File: config.mk
export PLATFORM = sky130hd
export DESIGN_NAME = conv_bias_relu_requant
export DESIGN_NICKNAME = d
export VERILOG_FILES = /design/src/rtl/conv_bias_relu_requant.sv
export SDC_FILE = /design/constraint.sdc
export NUM_CORES = 1
export LEC_CHECK = 0
export ABC_CLOCK_PERIOD_IN_PS = 3100
export CAP_MARGIN = 10
export CELL_PAD_IN_SITES_DETAIL_PLACEMENT = 0
export CELL_PAD_IN_SITES_GLOBAL_PLACEMENT = 1
export CORE_ASPECT_RATIO = 0.5
export CORE_MARGIN = 3
export CORE_UTILIZATION = 35
export DETAILED_ROUTE_END_ITERATION = 8
export DONT_BUFFER_PORTS = 1
export GPL_TIMING_DRIVEN = 0
export HOLD_SLACK_MARGIN = 0.05
export PLACE_DENSITY_LB_ADDON = 0.1
export SYNTH_ARGS = -nofsm -noshare
export SYNTH_HDL_FRONTEND = slang
export SYNTH_SLANG_ARGS = --single-unit
File: constraint.sdc
create_clock -name clk -period 3.1 [get_ports clk]
set_clock_uncertainty 0.15 [all_clocks]
set_input_delay 0.155 -clock clk [delete_from_list [all_inputs] [get_ports clk]]
set_output_delay 0.155 -clock clk [all_outputs]
set_load 0.005 [all_outputs]
File: src/rtl/conv_bias_relu_requant.sv
// conv_bias_relu_requant
//
// Post-accumulator stage for the fixed-8 CIFAR-10 conv layers. Each accepted
// beat carries one output-channel sum from the conv MAC array (Q(ACC_W-14).14).
// The stage adds that channel's Q1.7 bias (aligned to the accumulator scale),
// rounds half up back to Q1.7, optionally applies ReLU, saturates to 8 bits and
// counts how often saturation clamped a result.
//
// Two-stage valid/ready pipeline, one beat per cycle:
//   stage 1 : bias add into a register one bit wider than the accumulator
//   stage 2 : round, ReLU, saturate; this register drives the outputs
//
// Build option:
//   BIAS_RELU_EN  defined   -> negative results become 0, output range [0,127],
//                              only positive overflow counts as saturation
//                 undefined -> signed pass-through, clamps at -128 and 127,
//                              both directions count as saturation
//
// Ports:
//   clk        in   rising-edge clock
//   rst        in   synchronous active-high reset
//   in_valid   in   accumulator beat valid
//   in_ready   out  stage can accept a beat (combinational from out_ready)
//   in_acc     in   signed channel sum, ACC_W bits
//   in_first   in   first channel of a pixel; forces channel index 0
//   bias_row   out  bias ROM row = channel index used by the current beat
//   bias_col   out  bias ROM column, always 0
//   bias_data  in   signed Q1.7 bias, combinational from the ROM
//   out_valid  out  result valid
//   out_ready  in   downstream accepts
//   out_data   out  signed Q1.7 activation
//   out_ch     out  channel index of out_data
//   sat_count  out  saturated results since reset, sticks at 0xFFFF

module conv_bias_relu_requant #(
  parameter int NUM_CH     = 32,
  parameter int ACC_W      = 24,
  parameter int FRAC_SHIFT = 7
) (
  input  logic                      clk,
  input  logic                      rst,
  input  logic                      in_valid,
  output logic                      in_ready,
  input  logic signed [ACC_W-1:0]   in_acc,
  input  logic                      in_first,
  output logic [15:0]               bias_row,
  output logic [15:0]               bias_col,
  input  logic signed [7:0]         bias_data,
  output logic                      out_valid,
  input  logic                      out_ready,
  output logic signed [7:0]         out_data,
  output logic [$clog2(NUM_CH)-1:0] out_ch,
  output logic [15:0]               sat_count
);

  localparam int CH_W  = $clog2(NUM_CH);
  // One guard bit makes the bias add overflow-free; a second one keeps the
  // rounding constant addition overflow-free as well.
  localparam int SUM_W = ACC_W + 1;
  localparam int RND_W = ACC_W + 2;

  localparam logic [CH_W-1:0]         LAST_CH  = CH_W'(NUM_CH - 1);
  localparam logic signed [RND_W-1:0] RND_HALF = RND_W'(2 ** (FRAC_SHIFT - 1));
  localparam logic signed [RND_W-1:0] MAX_POS  = RND_W'(127);
  localparam logic signed [RND_W-1:0] MIN_NEG  = RND_W'(-128);

  // Channel tracking
  logic [CH_W-1:0] ch;
  logic [CH_W-1:0] used_ch;
  logic [CH_W-1:0] next_ch;

  // Pipeline control
  logic in_accept;
  logic s2_load;

  // Stage 1 state and its input datapath
  logic                    s1_valid;
  logic signed [SUM_W-1:0] s1_sum;
  logic [CH_W-1:0]         s1_ch;
  logic signed [SUM_W-1:0] acc_ext;
  logic signed [SUM_W-1:0] bias_ext;
  logic signed [SUM_W-1:0] sum_next;

  // Stage 2 state and its input datapath
  logic                    s2_valid;
  logic signed [RND_W-1:0] rnd_sum;
  logic signed [RND_W-1:0] shifted;
  logic signed [7:0]       sat_data;
  logic                    clamped;

  // The channel index a beat uses: in_first restarts the pixel at channel 0,
  // otherwise the running counter is used. The ROM is addressed with the same
  // index so bias_data lines up with in_acc in the same cycle.
  always_comb begin
    used_ch  = in_first ? '0 : ch;
    next_ch  = (used_ch == LAST_CH) ? '0 : used_ch + 1'b1;
    bias_row = 16'(used_ch);
    bias_col = '0;
  end

  // Stage 2 can take a new value when it is empty or its value is leaving this
  // cycle. Stage 1 moves forward under the same condition, and can refill in
  // that same cycle, so in_ready depends combinationally on out_ready.
  always_comb begin
    s2_load   = !s2_valid || out_ready;
    in_ready  = !s1_valid || s2_load;
    in_accept = in_valid && in_ready;
    out_valid = s2_valid;
  end

  // Bias alignment: Q1.7 times 2^FRAC_SHIFT lands on the accumulator's Q.14
  // scale. Both operands are sign-extended to SUM_W before the add.
  always_comb begin
    acc_ext  = {in_acc[ACC_W-1], in_acc};
    bias_ext = {{(SUM_W - 8 - FRAC_SHIFT){bias_data[7]}}, bias_data,
                {FRAC_SHIFT{1'b0}}};
    sum_next = acc_ext + bias_ext;
  end

  // Round half up (add half an LSB, then arithmetic shift which floors), then
  // clamp into 8 bits. A ReLU zeroing is not counted as a saturation.
  always_comb begin
    rnd_sum  = {s1_sum[SUM_W-1], s1_sum} + RND_HALF;
    shifted  = rnd_sum >>> FRAC_SHIFT;
    sat_data = shifted[7:0];
    clamped  = 1'b0;
`ifdef BIAS_RELU_EN
    if (shifted[RND_W-1]) begin
      sat_data = 8'sh00;
    end else if (shifted > MAX_POS) begin
      sat_data = 8'sh7F;
      clamped  = 1'b1;
    end
`else
    if (shifted > MAX_POS) begin
      sat_data = 8'sh7F;
      clamped  = 1'b1;
    end else if (shifted < MIN_NEG) begin
      sat_data = 8'sh80;
      clamped  = 1'b1;
    end
`endif
  end

  // Channel counter: advances past the index just used, wrapping at the last
  // channel, only when a beat is actually accepted.
  always_ff @(posedge clk) begin
    if (rst) begin
      ch <= '0;
    end else if (in_accept) begin
      ch <= next_ch;
    end
  end

  // Stage 1 register. When stage 1 may move, its valid bit takes in_valid so
  // an empty slot is propagated as a bubble; data only loads on a real beat.
  always_ff @(posedge clk) begin
    if (rst) begin
      s1_valid <= 1'b0;
      s1_sum   <= '0;
      s1_ch    <= '0;
    end else if (in_ready) begin
      s1_valid <= in_valid;
      if (in_valid) begin
        s1_sum <= sum_next;
        s1_ch  <= used_ch;
      end
    end
  end

  // Stage 2 register and saturation counter. Outputs only change when a new
  // result loads, so they hold while the downstream is stalling. The counter
  // is bumped on the load of a clamped result and sticks at all ones.
  always_ff @(posedge clk) begin
    if (rst) begin
      s2_valid  <= 1'b0;
      out_data  <= '0;
      out_ch    <= '0;
      sat_count <= '0;
    end else if (s2_load) begin
      s2_valid <= s1_valid;
      if (s1_valid) begin
        out_data <= sat_data;
        out_ch   <= s1_ch;
        if (clamped && (sat_count != 16'hFFFF)) begin
          sat_count <= sat_count + 16'd1;
        end
      end
    end
  end

endmodule

==> impl_metrics.ini <==
[outcome]
outcome = completed

[yosys]
synthFlopType = dfxtp_1
syn_avg_cell_area_um2 = 7.99
synth_top_area_share_pct = 31.0
synth-edff-count = 0
ys_ff_latch = 60
ys_warn_count = 0
synthCells = 485
yosysUniqueCellTypes = 60
synthTopCellsByArea = dfxtp_1 (31%), nand2_1 (7.0%), a21oi_1 (6.8%)
synth_area_um2 = 3880
synth_top_area_cell = dfxtp_1
ys_seq_area_share_pct = 31.0
postSynth.asyncResetShare_pct = 0

[clocking]
cts-root-buf = clkbuf_16
tritoncts = done
numCtsBuffers = 9
clk_path_buf_depth = 2
clkSinkCount = 60
cts.clk_slew.worst_paths_ns = 0.06
htreeDepth = 3
clk_latency_ns = 0.33

[placed_design]
hpwl_um = 7840
place_ws_ns = -0.290
dpl_cell_area_um2 = 4150
io_buffers = 0
gp_congestion = 0.793

[floorplan]
pin_count = 100
rows = 26
die_w_um = 155
initial_utilization_pct = 36.9
die_area_um2 = 12500
die_h_um = 80.4
core_area_um2 = 10500

[worst_setup_path]
r2r-start = s1_sum[9]$_SDFFE_PP0P_
startpoint = s1_sum[9]$_SDFFE_PP0P_
ff2ff_setup_slack_ns = 0.08
cp-end-kind = register
worstSetupPathType = register to register
start_kind = register
setup.worst_path.end = sat_count[8]$_SDFFE_PP0P_
arrival_ns = 3.09
r2r_cells = 9
cp_max_fo = 7
required_ns = 3.18
reg2reg_to = sat_count[8]$_SDFFE_PP0P_

[hold_path]
hp-class = primary input to register

[timing]
fmax_mhz = 332
report.final.slew_viol_count = 0
relSlewSlack_pct = 51.9
setup_tns_ns = 0
finalHoldViolCount = 0
holdWs_ns = 0.0679
fin_crit_sh_pct = 97.3
period_needed_ns = 3.02
worst_pin_slew_ns = 0.715
setup_viol = 0
setup_ws_ns = 0.0841

[routing]
route.detailed.drc = 0
wl_um = 10400
wl_per_cell_um = 15.4
ant_nets = 0
drt_pre_antenna_iters = 4
vias = 3446
drtIter0Drc = 181
viasPerCell = 5.11

[grt]
grt_usage_pct = 17.1
grt_pass1_wl_um = 16600
grt_overflow = 0
grt_max_degree = 12
grt_pass1_vias = 3121
antenna_found_initial = 0

[power_and_ir_drop]
p_leak_nw = 1.74
power.density_nw_per_um2 = 491
irDropWorstVdd_mv = 0.179

[finish]
multiInputGateArea_um2 = 2490
fin_area_um2 = 4590
layout-drive-gt1-share_pct = 15.1
final_common_cell = nand2_1
antenna_cells = 0
seq_area_um2 = 1220
fill_cells = 1088
mostFrequentLayoutCells = nand2_1 (71), a21oi_1 (53), dfxtp_1 (48)
fin_nets = 589
area_delta_synth_final_pct = 18.5

[job]
cap_violations = 0
==> how the worst min path moves through the flow <==
stage | startpoint | to | slack, ns | cells past startpoint
floorplan | in_valid | s1_valid$_SDFFE_PP0N_ | 0.12 | 2
global placement | in_valid | s1_valid$_SDFFE_PP0N_ | 0.13 | 2
detailed placement | in_valid | s1_valid$_SDFFE_PP0N_ | 0.14 | 2
CTS | bias_data[7] | s1_sum[24]$_SDFFE_PP0P_ | 0.06 | 4
global route | bias_data[7] | s1_sum[24]$_SDFFE_PP0P_ | 0.09 | 4
finish | bias_data[7] | s1_sum[24]$_SDFFE_PP0P_ | 0.07 | 4
==> cell type report <==
class,count,area share (%)
Buffer,43,5.80
Clock buffer,10,4.98
Clock inverter,6,1.39
Inverter,11,0.899
Multi-Input combinational cell,393,54.1
Sequential cell,60,26.6
Tap cell,140,3.81
Timing Repair Buffer,12,2.34
==> critical path, cell delays in order, from the launching register on <==
cell and delay, ns:
dfxtp_2 0.41, nand4_4 0.17, or4_4 0.59, or4_4 0.50, o311ai_2 0.12, a41oi_4 0.27, o211ai_4 0.35, buf_4 0.17
nor3_1 0.04, o21a_1 0.16
==> cell usage after synthesis (9+ instances only) <==
library cell and n:
nand2_1 72, dfxtp_1 60, a21oi_1 53, buf_4 28, nor2_1 26, o21ai_0 24, ha_1 21, clkbuf_1 18
xnor2_1 17, nand3_1 13, nor3_1 12, inv_1 11, nor2b_1 11, o21a_1 11, or3_1 10, nand4_1 9
xor2_1 9
==> layer usage <==
metal / track usage (%) / vias to the layer above / wire (µm)
met2: 24.0 / 101 / 4090
met1: 23.8 / 1544 / 5360
met4: 6.17 / 0 / 153
met3: 6.14 / 11 / 790
li1: - / 1790 / -
met5: 0 / - / 0
==> flip-flops by register name (all words and copies together), names as in the netlist <==
| register | cells |
|---|---|
| out_valid | 1 |
| s1_sum | 19 |
| out_data | 8 |
| s1_ch | 5 |
| sat_count | 16 |
| out_ch | 5 |
| s1_valid | 1 |
| ch | 5 |
==> metrics by stage <==
stage               cells  util [%]  total power [mW]
finish                675      43.7              2.26
global route          675      43.7              2.38
CTS                   675      43.4              2.28
detailed placement    651      39.5              1.25
global placement      651      39.5              1.25
floorplan             511         -              1.16
==> kinds of logic after synthesis <==
logic type	synth area share [%]
compound gates	22.0
flops	31.0
simple gates	24.5
mux	0.903
other cells	0.0967
buf+inv	8.33
xor+xnor	5.87
fa+ha+maj	7.29
==> timing repair <==
action,4_1_cts,5_1_grt
setup buffers,3,2
hold buffers,7,0
endpoints found under the setup margin,18,22
gates cloned,0,0
pin swaps,2,4
resized for setup,11,14
hold endpoints to repair,13,0
==> power breakdown <==
part           internal [mW]  total, mW  switching, mW
combinational          0.176      0.390          0.215
clock                  0.621      0.992          0.371
sequential             0.813      0.873         0.0596
(Power assumes the default switching activity.)
